--- src/rtl/mips_loader_pkg.sv ---
// Shared definitions for the serial program loader.
//   - Frame geometry: HDR_BYTES (word-count header), WORD_BYTES (bytes per word)
//   - Loader FSM encoding (state_t)
//   - accepts_bytes(): states in which the loader accepts stream bytes
// Optional feature macro: LOADER_CHECKSUM_EN adds the CHECK state.
package mips_loader_pkg;

    localparam int HDR_BYTES  = 2;
    localparam int WORD_BYTES = 4;
    localparam int BCNT_W     = $clog2(WORD_BYTES);

    typedef enum logic [2:0] {
        IDLE   = 3'd0,
        HDR_HI = 3'd1,
        HDR_LO = 3'd2,
        DATA   = 3'd3,
`ifdef LOADER_CHECKSUM_EN
        CHECK  = 3'd4,
`endif
        DONE   = 3'd5,
        ERR    = 3'd6
    } state_t;

    function automatic logic accepts_bytes(input state_t s);
        case (s)
            HDR_HI, HDR_LO, DATA: return 1'b1;
`ifdef LOADER_CHECKSUM_EN
            CHECK:                return 1'b1;
`endif
            default:              return 1'b0;
        endcase
    endfunction

endpackage

--- src/rtl/loader_word_assembler.sv ---
// Packs stream bytes MSB-first into 32-bit words.
// Ports:
//   clk, rst       clock, asynchronous active-high reset
//   clr            synchronous clear of word, byte counter and pulse
//   byte_en        byte_in is a payload byte to shift in this cycle
//   byte_in        payload byte
//   word           assembled word {b0,b1,b2,b3}; valid while word_done is high
//   word_done      one-cycle pulse in the cycle after the last byte of a word
module loader_word_assembler
    import mips_loader_pkg::*;
(
    input  logic        clk,
    input  logic        rst,
    input  logic        clr,
    input  logic        byte_en,
    input  logic [7:0]  byte_in,
    output logic [31:0] word,
    output logic        word_done
);

    logic [BCNT_W-1:0] bcnt;

    // A byte accepted during the word_done cycle shifts in at the closing
    // edge, so word still holds the complete word for the whole pulse.
    always_ff @(posedge clk or posedge rst) begin
        if (rst) begin
            word      <= '0;
            bcnt      <= '0;
            word_done <= 1'b0;
        end else if (clr) begin
            word      <= '0;
            bcnt      <= '0;
            word_done <= 1'b0;
        end else begin
            word_done <= byte_en && (bcnt == BCNT_W'(WORD_BYTES - 1));
            if (byte_en) begin
                word <= {word[23:0], byte_in};
                bcnt <= bcnt + BCNT_W'(1);
            end
        end
    end

endmodule

--- src/rtl/program_loader.sv ---
// Serial program loader: receives a framed byte stream (2-byte word count N,
// then N big-endian 32-bit words) and writes the words into instruction
// memory while holding the CPU in reset.
// Ports:
//   CLK, RST               clock, asynchronous active-high reset
//   Load_Start             one-cycle load request (honoured in IDLE/DONE/ERR)
//   Byte_Data/Byte_Valid   incoming byte stream
//   Byte_Ready             loader accepts a byte this cycle
//   Mem_WE/Mem_Addr/Mem_WD instruction-memory write port
//   Cpu_Hold               CPU held in reset while high
//   Load_Done/Load_Error   outcome of the last load
// Optional feature macro: LOADER_CHECKSUM_EN -- one trailing byte, compared
// against the XOR of all payload bytes.
module program_loader
    import mips_loader_pkg::*;
#(
    parameter int          DEPTH     = 100,
    parameter logic [31:0] BASE_ADDR = 32'h0000_0000
) (
    input  logic        CLK,
    input  logic        RST,
    input  logic        Load_Start,
    input  logic [7:0]  Byte_Data,
    input  logic        Byte_Valid,
    output logic        Byte_Ready,
    output logic        Mem_WE,
    output logic [31:0] Mem_Addr,
    output logic [31:0] Mem_WD,
    output logic        Cpu_Hold,
    output logic        Load_Done,
    output logic        Load_Error
);

    state_t      state, state_nx;
    logic        xfer, start_ok, last_wr, payload_en;
    logic [7:0]  n_hi;
    logic [15:0] n_words, wcnt, hdr_n;
    logic [31:0] addr;

    assign hdr_n      = {n_hi, Byte_Data};
    assign Byte_Ready = accepts_bytes(state);
    assign xfer       = Byte_Valid & Byte_Ready;
    assign start_ok   = Load_Start && (state == IDLE || state == DONE || state == ERR);
    // Write cycle of the final word; the FSM leaves DATA at its closing edge,
    // so a byte accepted here is not payload.
    assign last_wr    = Mem_WE && (wcnt == n_words - 16'd1);
    assign payload_en = xfer && (state == DATA) && !last_wr;

    assign Cpu_Hold   = (state != IDLE) && (state != DONE);
    assign Load_Done  = (state == DONE);
    assign Load_Error = (state == ERR);
    assign Mem_Addr   = addr;

`ifdef LOADER_CHECKSUM_EN
    logic [7:0] csum;
    logic       csum_ok;
    assign csum_ok = (Byte_Data == csum);
`endif

    loader_word_assembler u_asm (
        .clk       (CLK),
        .rst       (RST),
        .clr       (start_ok),
        .byte_en   (payload_en),
        .byte_in   (Byte_Data),
        .word      (Mem_WD),
        .word_done (Mem_WE)
    );

    always_ff @(posedge CLK or posedge RST) begin
        if (RST) begin
            state   <= IDLE;
            n_hi    <= '0;
            n_words <= '0;
            wcnt    <= '0;
            addr    <= BASE_ADDR;
`ifdef LOADER_CHECKSUM_EN
            csum    <= '0;
`endif
        end else begin
            state <= state_nx;
            if (xfer && state == HDR_HI) n_hi    <= Byte_Data;
            if (xfer && state == HDR_LO) n_words <= hdr_n;
            if (start_ok) begin
                wcnt <= '0;
                addr <= BASE_ADDR;
            end else if (Mem_WE) begin
                wcnt <= wcnt + 16'd1;
                addr <= addr + 32'd4;
            end
`ifdef LOADER_CHECKSUM_EN
            if (start_ok)        csum <= '0;
            else if (payload_en) csum <= csum ^ Byte_Data;
`endif
        end
    end

    always_comb begin
        state_nx = state;
        case (state)
            IDLE, DONE, ERR:
                if (Load_Start) state_nx = HDR_HI;
            HDR_HI:
                if (xfer) state_nx = HDR_LO;
            HDR_LO:
                if (xfer) begin
                    if (32'(hdr_n) > DEPTH) state_nx = ERR;
`ifdef LOADER_CHECKSUM_EN
                    else if (hdr_n == 16'd0) state_nx = CHECK;
`else
                    else if (hdr_n == 16'd0) state_nx = DONE;
`endif
                    else                     state_nx = DATA;
                end
            DATA:
                if (last_wr) begin
`ifdef LOADER_CHECKSUM_EN
                    // Checksum byte may already arrive in the final write cycle.
                    if (xfer) state_nx = csum_ok ? DONE : ERR;
                    else      state_nx = CHECK;
`else
                    state_nx = DONE;
`endif
                end
`ifdef LOADER_CHECKSUM_EN
            CHECK:
                if (xfer) state_nx = csum_ok ? DONE : ERR;
`endif
            default: state_nx = IDLE;
        endcase
    end

endmodule

--- config.mk ---
export PLATFORM = sky130hd
export DESIGN_NAME = program_loader
export DESIGN_NICKNAME = d
export VERILOG_FILES = /design/src/rtl/mips_loader_pkg.sv /design/src/rtl/loader_word_assembler.sv /design/src/rtl/program_loader.sv
export SDC_FILE = /design/constraint.sdc
export NUM_CORES = 1
export LEC_CHECK = 0
export CORE_ASPECT_RATIO = 0.75
export CORE_MARGIN = 2
export CORE_UTILIZATION = 49
export DETAILED_ROUTE_END_ITERATION = 7
export PLACE_DENSITY = 0.76
export REMOVE_ABC_BUFFERS = 1
export SYNTH_ARGS = -nofsm -noshare
export SYNTH_HDL_FRONTEND = slang
export SYNTH_SLANG_ARGS = --single-unit
--- constraint.sdc ---
create_clock -name CLK -period 4.05 [get_ports CLK]
set_input_delay 1.0125 -clock CLK [delete_from_list [all_inputs] [get_ports CLK]]
set_output_delay 1.0125 -clock CLK [all_outputs]
set_load 0.01 [all_outputs]
After elaboration in Yosys (flattened, before gate mapping)
Cells that the tools add are included.
{"block": "op_classes", "n_bitwise": 1, "div": 0, "reduce_logical": 19, "shifts": 0, "mux": 17, "order_cmp": 1, "eq_ne": 12, "n_mul": 0, "n_addsub": 4}
{"cell": "$mux W32", "n": 4}
{"cell": "$add A32 B3 Y32 const B", "n": 1}
{"cell": "$mux W16", "n": 2}
{"cell": "$mux W3", "n": 6}
{"cell": "$add A16 B1 Y16 const B", "n": 1}
{"cell": "$eq A16 B16 Y1", "n": 1}
{"cell": "$gt A16 B7 Y1 const B", "n": 1}
{"cell": "$logic_not A16 Y1", "n": 1}
{"cell": "$sub A16 B1 Y16 const B", "n": 1}
{"cell": "$pmux W3 S4", "n": 1}
{"cell": "$logic_and A1 B1 Y1", "n": 8}
{"cell": "$ne A2 B2 Y1 const B", "n": 4}
{"cell": "$eq A3 B2 Y1 const B", "n": 2}
{"cell": "$eq A3 B3 Y1 const B", "n": 2}
{"cell": "$reduce_or A3 Y1", "n": 2}
{"cell": "$mux W2", "n": 2}
{"cell": "$reduce_and A4 Y1", "n": 1}
{"cell": "$reduce_bool A2 Y1", "n": 2}
{"cell": "$eq A3 B1 Y1 const B", "n": 1}
{"cell": "$logic_not A3 Y1", "n": 1}
{"cell": "$ne A3 B3 Y1 const B", "n": 1}
{"cell": "$reduce_bool A3 Y1", "n": 1}
{"cell": "$add A2 B1 Y2 const B", "n": 1}
{"cell": "$eq A2 B2 Y1 const B", "n": 1}
{"cell": "other kinds (4)", "n": 6}
{"block": "totals", "ram_bits": 0, "n_memories": 0, "register_bits": 110, "word_cells": 62, "inputBits": 12, "rom_bits": 0, "out_inout_bits": 69, "latch_bits": 0}

Depth between registers and ports, before layout
Gate-level depths: netlist of run 1.
{"block": "logic_depth", "word_depth": 8, "ltp_mapped": 12, "ltp_nobuf": 9}

By module
Synthesis of run 1 repeated with hierarchy kept, for this count alone.
{"block": "hier_totals", "hier_cells": 522, "area_unflattened_um2": 5462.7}
{"mod": "program_loader", "cells_each": 407, "n_inst": 1, "seq_area_each_um2": 1826.8, "area_each_um2": 4002.6}
{"mod": "loader_word_assembler", "cells_each": 115, "n_inst": 1, "seq_area_each_um2": 875.8, "area_each_um2": 1460.2}

Least setup slack after synthesis of run 1
Ideal clock, no wire load.
{"block": "synth_path", "path_kind": "reg2reg", "from": "register n_words[0]", "to": "register u_asm.bcnt[1]", "period_less_slack_ns": 3.065, "arrival_ns": 2.991, "n_path_buf": 3, "required_ns": 3.976, "setup_time_ns": 0.074, "stages_incl_launch_ff": 11, "setup_slack_ns": 0.985, "cell_sequence": "dfrtp_1 -> or4_4 -> nor4_1 -> mux2_2 -> a31o_2 -> a2111o_1 -> buf_6 -> and2_4 -> buf_6 -> buf_6 -> o21ai_2"}
{"block": "synth_via", "elab_chain_cells": 6}
{"element": "start: declaration", "line": "program_loader.sv:37", "source": "logic [15:0] n_words, wcnt, hdr_n;"}
{"element": "start signal: assignment", "line": "program_loader.sv:83", "source": "if (xfer && state == HDR_LO) n_words <= hdr_n;"}
{"element": "$sub A16 B1 Y16", "line": "program_loader.sv:46", "source": "assign last_wr = Mem_WE && (wcnt == n_words - 16'd1);"}
{"element": "$eq A16 B16 Y1", "line": "program_loader.sv:46"}
{"element": "$logic_and A1 B1 Y1", "line": "program_loader.sv:46"}
{"element": "$logic_not A1 Y1", "line": "program_loader.sv:47", "source": "assign payload_en = xfer && (state == DATA) && !last_wr;"}
{"element": "$logic_and A1 B1 Y1", "line": "program_loader.sv:47"}
{"element": "$reduce_bool A2 Y1 (no source line)"}
{"element": "end signal: assignment", "line": "loader_word_assembler.sv:38", "source": "bcnt <= bcnt + BCNT_W'(1);"}
{"element": "end: declaration", "line": "loader_word_assembler.sv:21", "source": "logic [BCNT_W-1:0] bcnt;"}
No other way between the ends.
A chain may end at the register's enable or synchronous reset.

Worst setup path after layout of run 1
{"block": "layout_path", "from": "register n_words[0]", "to": "register u_asm.word_done"}
{"block": "layout_via", "elab_chain_cells": 7}
{"element": "$sub A16 B1 Y16", "line": "program_loader.sv:46"}
{"element": "$eq A16 B16 Y1", "line": "program_loader.sv:46"}
{"element": "$logic_and A1 B1 Y1", "line": "program_loader.sv:46"}
{"element": "$logic_not A1 Y1", "line": "program_loader.sv:47"}
{"element": "$logic_and A1 B1 Y1", "line": "program_loader.sv:47"}
{"element": "$logic_and A1 B1 Y1", "line": "loader_word_assembler.sv:35", "source": "word_done <= byte_en && (bcnt == BCNT_W'(WORD_BYTES - 1));"}
{"element": "$mux W1", "line": "loader_word_assembler.sv:30", "source": "end else if (clr) begin"}
{"element": "end signal: assignment", "line": "loader_word_assembler.sv:35"}
{"element": "end: declaration", "line": "loader_word_assembler.sv:18", "source": "output logic word_done"}
No other way between the ends.

==> impl_metrics.json, run 1 <==
{
  "rr_endpoint": "u_asm.word_done$_DFF_PP0_",
  "vdd_drop_max_mv": 0.286,
  "slew_violations": 0,
  "ios": 81,
  "ctsHoldBuffers": 0,
  "num_vias": 4206,
  "n_antenna_cell": 0,
  "final.setup.tns_ps": 0,
  "dp.final_hpwl_um": 8330,
  "hold_viol": 0,
  "fmax_ghz": 0.309,
  "reg2reg_slack_ps": 810,
  "synth_edf_count": 0,
  "gp_congestion": 0.774,
  "critPathMaxFanout": 35,
  "ys_seq_area_frac": 0.494,
  "start_util": 0.502,
  "ys_types": 49,
  "yosys_warnings": 0,
  "yosys.area_share.simple": 0.216,
  "die_h_um": 95.5,
  "clockBufferDepth": 2,
  "crit_path_start": "n_words[0]$_DFFE_PP0P_",
  "cts_tree": "built",
  "nFillCells": 938,
  "wl_um": 12200,
  "p_leak_nw": 2.81,
  "synth_compound_area_frac": 0.0883,
  "grt_pass1_wl_um": 20600,
  "crit_required_ps": 4300,
  "max_cap_violations": 0,
  "setup-violations-final": 0,
  "clkLatencyLatePin_ps": 350,
  "synth_seq_cells": 108,
  "grt_util_all_layers": 0.216,
  "grt_setup_unrepaired": "false",
  "first_iter_violations": 270,
  "min_period_over_period": 0.799,
  "worst_pin_slew_ps": 708,
  "final_area_mm2": 0.00663,
  "layout_common_cells": "dfrtp_1, clkdlybuf4s50_1, nor2_1, nand2_1, nand3_1",
  "grt_start_max_net_pins": 60,
  "synthAdderAreaFrac": 0.00915,
  "critPathKind": "reg -> reg",
  "skew_ps": 11.3,
  "reg2reg_depth": 7,
  "crit_arrival_ps": 3480,
  "cts_buffers": 9,
  "layout_commonest_cell": "dfrtp_1",
  "fin_nets": 637,
  "period_needed_ps": 3240,
  "io_buffers": 78,
  "syn_inst": 554,
  "htree_levels": 3,
  "fin_total_pwr_mw": 3.52,
  "ys.flop_type": "dfrtp_1",
  "endpoint": "u_asm.word_done$_DFF_PP0_",
  "post_drt_wl_per_cell_um": 15.9,
  "synthMuxAreaShare": 0.0549,
  "powerDensity_mw_per_mm2": 532,
  "post-cts-setup-buffers": 0,
  "crit_path_end_kind": "flip-flop",
  "start_kind": "flip-flop",
  "area_growth_pct": 21.1,
  "clock-sinks": 108,
  "drc": 0,
  "synth_top_family_by_area": "simple AND/OR/NAND/NOR gates",
  "cts_root_buf": "clkbuf_16",
  "first_pass_iters": 4,
  "status": "completed",
  "fin_util": 0.608,
  "relSlewSlack": 0.528,
  "synth-xor-area-share": 0.100,
  "timing.rr.start": "n_words[0]$_DFFE_PP0P_",
  "avgSynthCellArea_um2": 9.87,
  "globalRouteOverflowTotal": 0,
  "grt_pass1_vias": 4117,
  "placed_area_mm2": 0.00634,
  "drive_gt1_frac": 0.136,
  "die_w_um": 126,
  "path_clk_slew_ps": 70,
  "ctsResizeCount": 0,
  "core_mm2": 0.0109,
  "syn_area_mm2": 0.00547,
  "async_flop_share": 1.00,
  "via_per_inst": 5.49,
  "antenna_left": 0,
  "die_area_mm2": 0.0120,
  "rows": 33,
  "antenna_found_initial": 0,
  "hp-class": "reg -> reg"
}
-- cell families after synthesis --
group / count (synthesis)
adder cells (fa/ha/maj): 4
AO/OA/AOI/OAI: 62
other: 1
XOR/XNOR: 61
multiplexers: 27
AND/OR/NAND/NOR: 250
buffers and inverters: 41
flip-flops: 108
-- worst max-delay path: stages (launching register included) --
cell and delay [ps]:
dfrtp_1 430, or4_4 570, nor4_1 520, mux2_2 390, a31o_2 190, a2111o_1 400
and2_4 340, and3_1 260
-- synthesized netlist by cell type, drive strengths merged, types with 2 or more instances --
cell / number / area (um^2)
nand2b: 2 / 12.5
mux2i: 3 / 30.0
xor2: 35 / 307
buf: 16 / 105
or4: 3 / 26.3
nor4: 3 / 18.8
nor2: 71 / 267
ha: 4 / 50.1
clkbuf: 16 / 60.1
nand3: 48 / 240
dfrtp: 108 / 2700
nor3: 12 / 60.1
or3: 4 / 25.0
nand4: 16 / 100
xnor2: 25 / 219
nand3b: 3 / 22.5
and2: 3 / 21.3
mux2: 24 / 270
and3b: 3 / 26.3
o21ai: 39 / 308
inv: 9 / 33.8
a31oi: 5 / 31.3
and3: 12 / 75.1
a21oi: 5 / 25.0
nand2: 62 / 233
nor2b: 5 / 31.3
-- metrics by stage --
step	cells	setup WS, ps	hold slack (ps)
after floorplan	523	192	455
after global placement	750	902	466
after detailed placement	750	823	492
after CTS	766	813	505
after global routing	766	626	542
final	766	815	511
-- final cells by class --
type / instances / area [um^2] / area share
clock buffer: 11 / 243 / 0.0366
clock inverter: 5 / 43.8 / 0.00661
inverter: 9 / 36.3 / 0.00548
multi-input combinational: 406 / 2580 / 0.389
sequential: 108 / 2700 / 0.408
tap: 140 / 175 / 0.0264
timing repair buffer: 87 / 848 / 0.128
-- how the worst min path moves through the flow --
| stage | start | to | slack, ps | depth (start not counted) |
|---|---|---|---|---|
| global placement | u_asm.bcnt[0]$_DFFE_PP0P_ | u_asm.bcnt[0]$_DFFE_PP0P_ | 470 | 1 |
| floorplan | u_asm.bcnt[0]$_DFFE_PP0P_ | u_asm.bcnt[0]$_DFFE_PP0P_ | 450 | 1 |
| finish | u_asm.bcnt[0]$_DFFE_PP0P_ | u_asm.bcnt[0]$_DFFE_PP0P_ | 510 | 1 |
| global route | u_asm.bcnt[0]$_DFFE_PP0P_ | u_asm.bcnt[0]$_DFFE_PP0P_ | 540 | 1 |
| CTS | u_asm.bcnt[0]$_DFFE_PP0P_ | u_asm.bcnt[0]$_DFFE_PP0P_ | 510 | 1 |
| detailed placement | u_asm.bcnt[0]$_DFFE_PP0P_ | u_asm.bcnt[0]$_DFFE_PP0P_ | 490 | 1 |
-- routing by layer --
metal  up-vias  share of wire  GRT usage
met4         0         0.0070     0.0412
met5         -              0          0
met3         7          0.062     0.0617
met1      2066           0.47      0.304
li1       2033              -          -
met2       100           0.46      0.338
-- sequential cells by signal (all words and copies together), names as in the netlist --
name             flops
wcnt                16
Mem_Addr            30
u_asm.bcnt           2
u_asm.word          32
n_words             16
state                3
u_asm.word_done      1
n_hi                 8
-- report_power, final --
part / internal [mW] / switching (mW)
combinational: 0.547 / 0.571
sequential: 1.29 / 0.264
clock: 0.442 / 0.412
total: 2.28 / 1.25
(Power assumes the default switching activity.)
==> run 2: changes to the inputs <==
Settings changed: CORE_UTILIZATION 49 to 55, PLACE_DENSITY 0.76 to 0.81.
Clock period 4.05 ns to 3.05 ns, I/O delays scaled along.
==> impl_metrics.json, run 2 (synthesized netlist as in run 1, its figures left out) <==
{
  "start_kind": "flip-flop",
  "grt_pass1_vias": 4337,
  "slowest_delay_ps": 550,
  "antenna_found_initial": 0,
  "area_growth_pct": 24.6,
  "setup-violations-final": 0,
  "die_area_mm2": 0.0108,
  "skew_ps": 10.6,
  "cts_tree": "built",
  "hp-class": "reg -> reg",
  "globalRouteOverflowTotal": 0,
  "largest_reg_flops": 32,
  "timing.hold.ws_ps": 496,
  "path_clk_slew_ps": 80,
  "crit_buf_inv": 1,
  "path_delay_family": "compound AO/OA/AOI/OAI gates",
  "relSlewSlack": 0.618,
  "gp_congestion": 0.809,
  "layout_commonest_cell": "dfrtp_1",
  "place_ws_ps": 67.3,
  "hold_viol": 0,
  "die_h_um": 90.4,
  "grt_pass1_wl_um": 21700,
  "fmax_ghz": 0.337,
  "worstPathCellList": "or4_4, or3_1, a2111oi_2, o2111ai_1, a2111o_1, buf_6, o211ai_1, o21a_1",
  "io_buffers": 78,
  "fin_total_pwr_mw": 4.96,
  "cpMaxStageDelayCell": "or4_4",
  "clock-sinks": 108,
  "post-place-cells": 754,
  "layoutNonFillerInstCount": 776,
  "fin_ws_ps": 85.1,
  "dp.final_hpwl_um": 8530,
  "via_per_inst": 5.61,
  "worst_pin_slew_ps": 573,
  "crit_path_end_kind": "flip-flop",
  "core_mm2": 0.00966,
  "htree_levels": 3,
  "rows": 31,
  "period_needed_ps": 2960,
  "die_w_um": 119,
  "status": "completed",
  "start_util": 0.566,
  "wl_um": 12900,
  "critPathKind": "reg -> reg",
  "fin_nets": 655,
  "antenna_left": 0,
  "clockBufferDepth": 2,
  "ctsHoldBuffers": 0,
  "cts_root_buf": "clkbuf_16",
  "drive_gt1_frac": 0.163,
  "first_pass_iters": 4,
  "p_leak_nw": 2.93,
  "min_period_over_period": 0.972,
  "first_iter_violations": 314,
  "vdd_drop_max_mv": 0.566,
  "drc": 0,
  "max_cap_violations": 0,
  "powerDensity_mw_per_mm2": 728,
  "regMostFlops": "u_asm.word",
  "ios": 81,
  "n_antenna_cell": 0,
  "crit_arrival_ps": 3260,
  "num_vias": 4357,
  "grt_util_all_layers": 0.251,
  "layout_common_cells": "dfrtp_1, clkdlybuf4s50_1, nor2_1, nand2_1, nand3_1",
  "cts_buffers": 9,
  "grt_start_max_net_pins": 109,
  "critPathMaxFanout": 35,
  "crit_required_ps": 3340,
  "nFillCells": 710,
  "fin_util": 0.706,
  "slew_violations": 0,
  "clkLatencyLatePin_ps": 350,
  "post_drt_wl_per_cell_um": 16.6
}
## run 2: changes by cell type in the layout (fill, tap and decap cells not counted), sizes merged
cell and change:
clkbuf -1, clkinvlp -1, clkinv -1, buf +18, bufinv +1, inv +2
## run 2: worst register-to-register path, stage by stage, from the launching register on
cell,delay [ps]
dfrtp_1,400
or4_4,550
or3_1,380
a2111oi_2,370
o2111ai_1,160
a2111o_1,460
buf_6,220
o211ai_1,210
o21a_1,160
## run 2: stage by stage
step / instance area (um^2) / TNS (ps)
after global placement: 6440 / 0
final: 6820 / 0
after detailed placement: 6440 / 0
after floorplan: 5310 / -70300
after CTS: 6760 / 0
after global routing: 6820 / -7.03
## run 2: path summary, 6_finish.rpt
kind | start | end | slack (ps) | cells after the start
max | n_words[1]$_DFFE_PP0P_ | state[2]$_DFFE_PP0P_ | 90 | 8
max in group asynchronous | RST | wcnt[15]$_DFFE_PP0P_ | 1710 | 3
min reg2reg | u_asm.bcnt[0]$_DFFE_PP0P_ | u_asm.bcnt[0]$_DFFE_PP0P_ | 500 | 1
min | u_asm.bcnt[0]$_DFFE_PP0P_ | u_asm.bcnt[0]$_DFFE_PP0P_ | 500 | 1
max reg2reg | n_words[1]$_DFFE_PP0P_ | state[2]$_DFFE_PP0P_ | 90 | 8
min in group asynchronous | RST | Mem_Addr[20]$_DFFE_PP0P_ | 900 | 3
## run 2: layout make-up
type	count	area (um^2)	share of cell area
well taps	132	165	0.0242
repair buffers	105	1010	0.148
inverters	9	36.3	0.00532
clock buffers	10	239	0.0351
flip-flops and latches	108	2700	0.396
multi-input cells	406	2580	0.379
clock inverters	6	77.6	0.0114
## run 2: per-layer routing
| metal | up-vias | track usage | share of wire |
|---|---|---|---|
| met4 | 0 | 0.0734 | 0.018 |
| met5 | - | 0 | 0 |
| li1 | 2067 | - | - |
| met1 | 2133 | 0.370 | 0.47 |
| met2 | 136 | 0.371 | 0.46 |
| met3 | 21 | 0.0587 | 0.054 |
## run 2: what timing repair did
action,4_1_cts,5_1_grt
buffers inserted,0,6
setup endpoints to repair,0,24
resized for setup,0,2
## run 2: power by group
group	switching [mW]	internal, mW
clock network	0.569	0.677
logic	0.879	0.836
registers	0.293	1.71
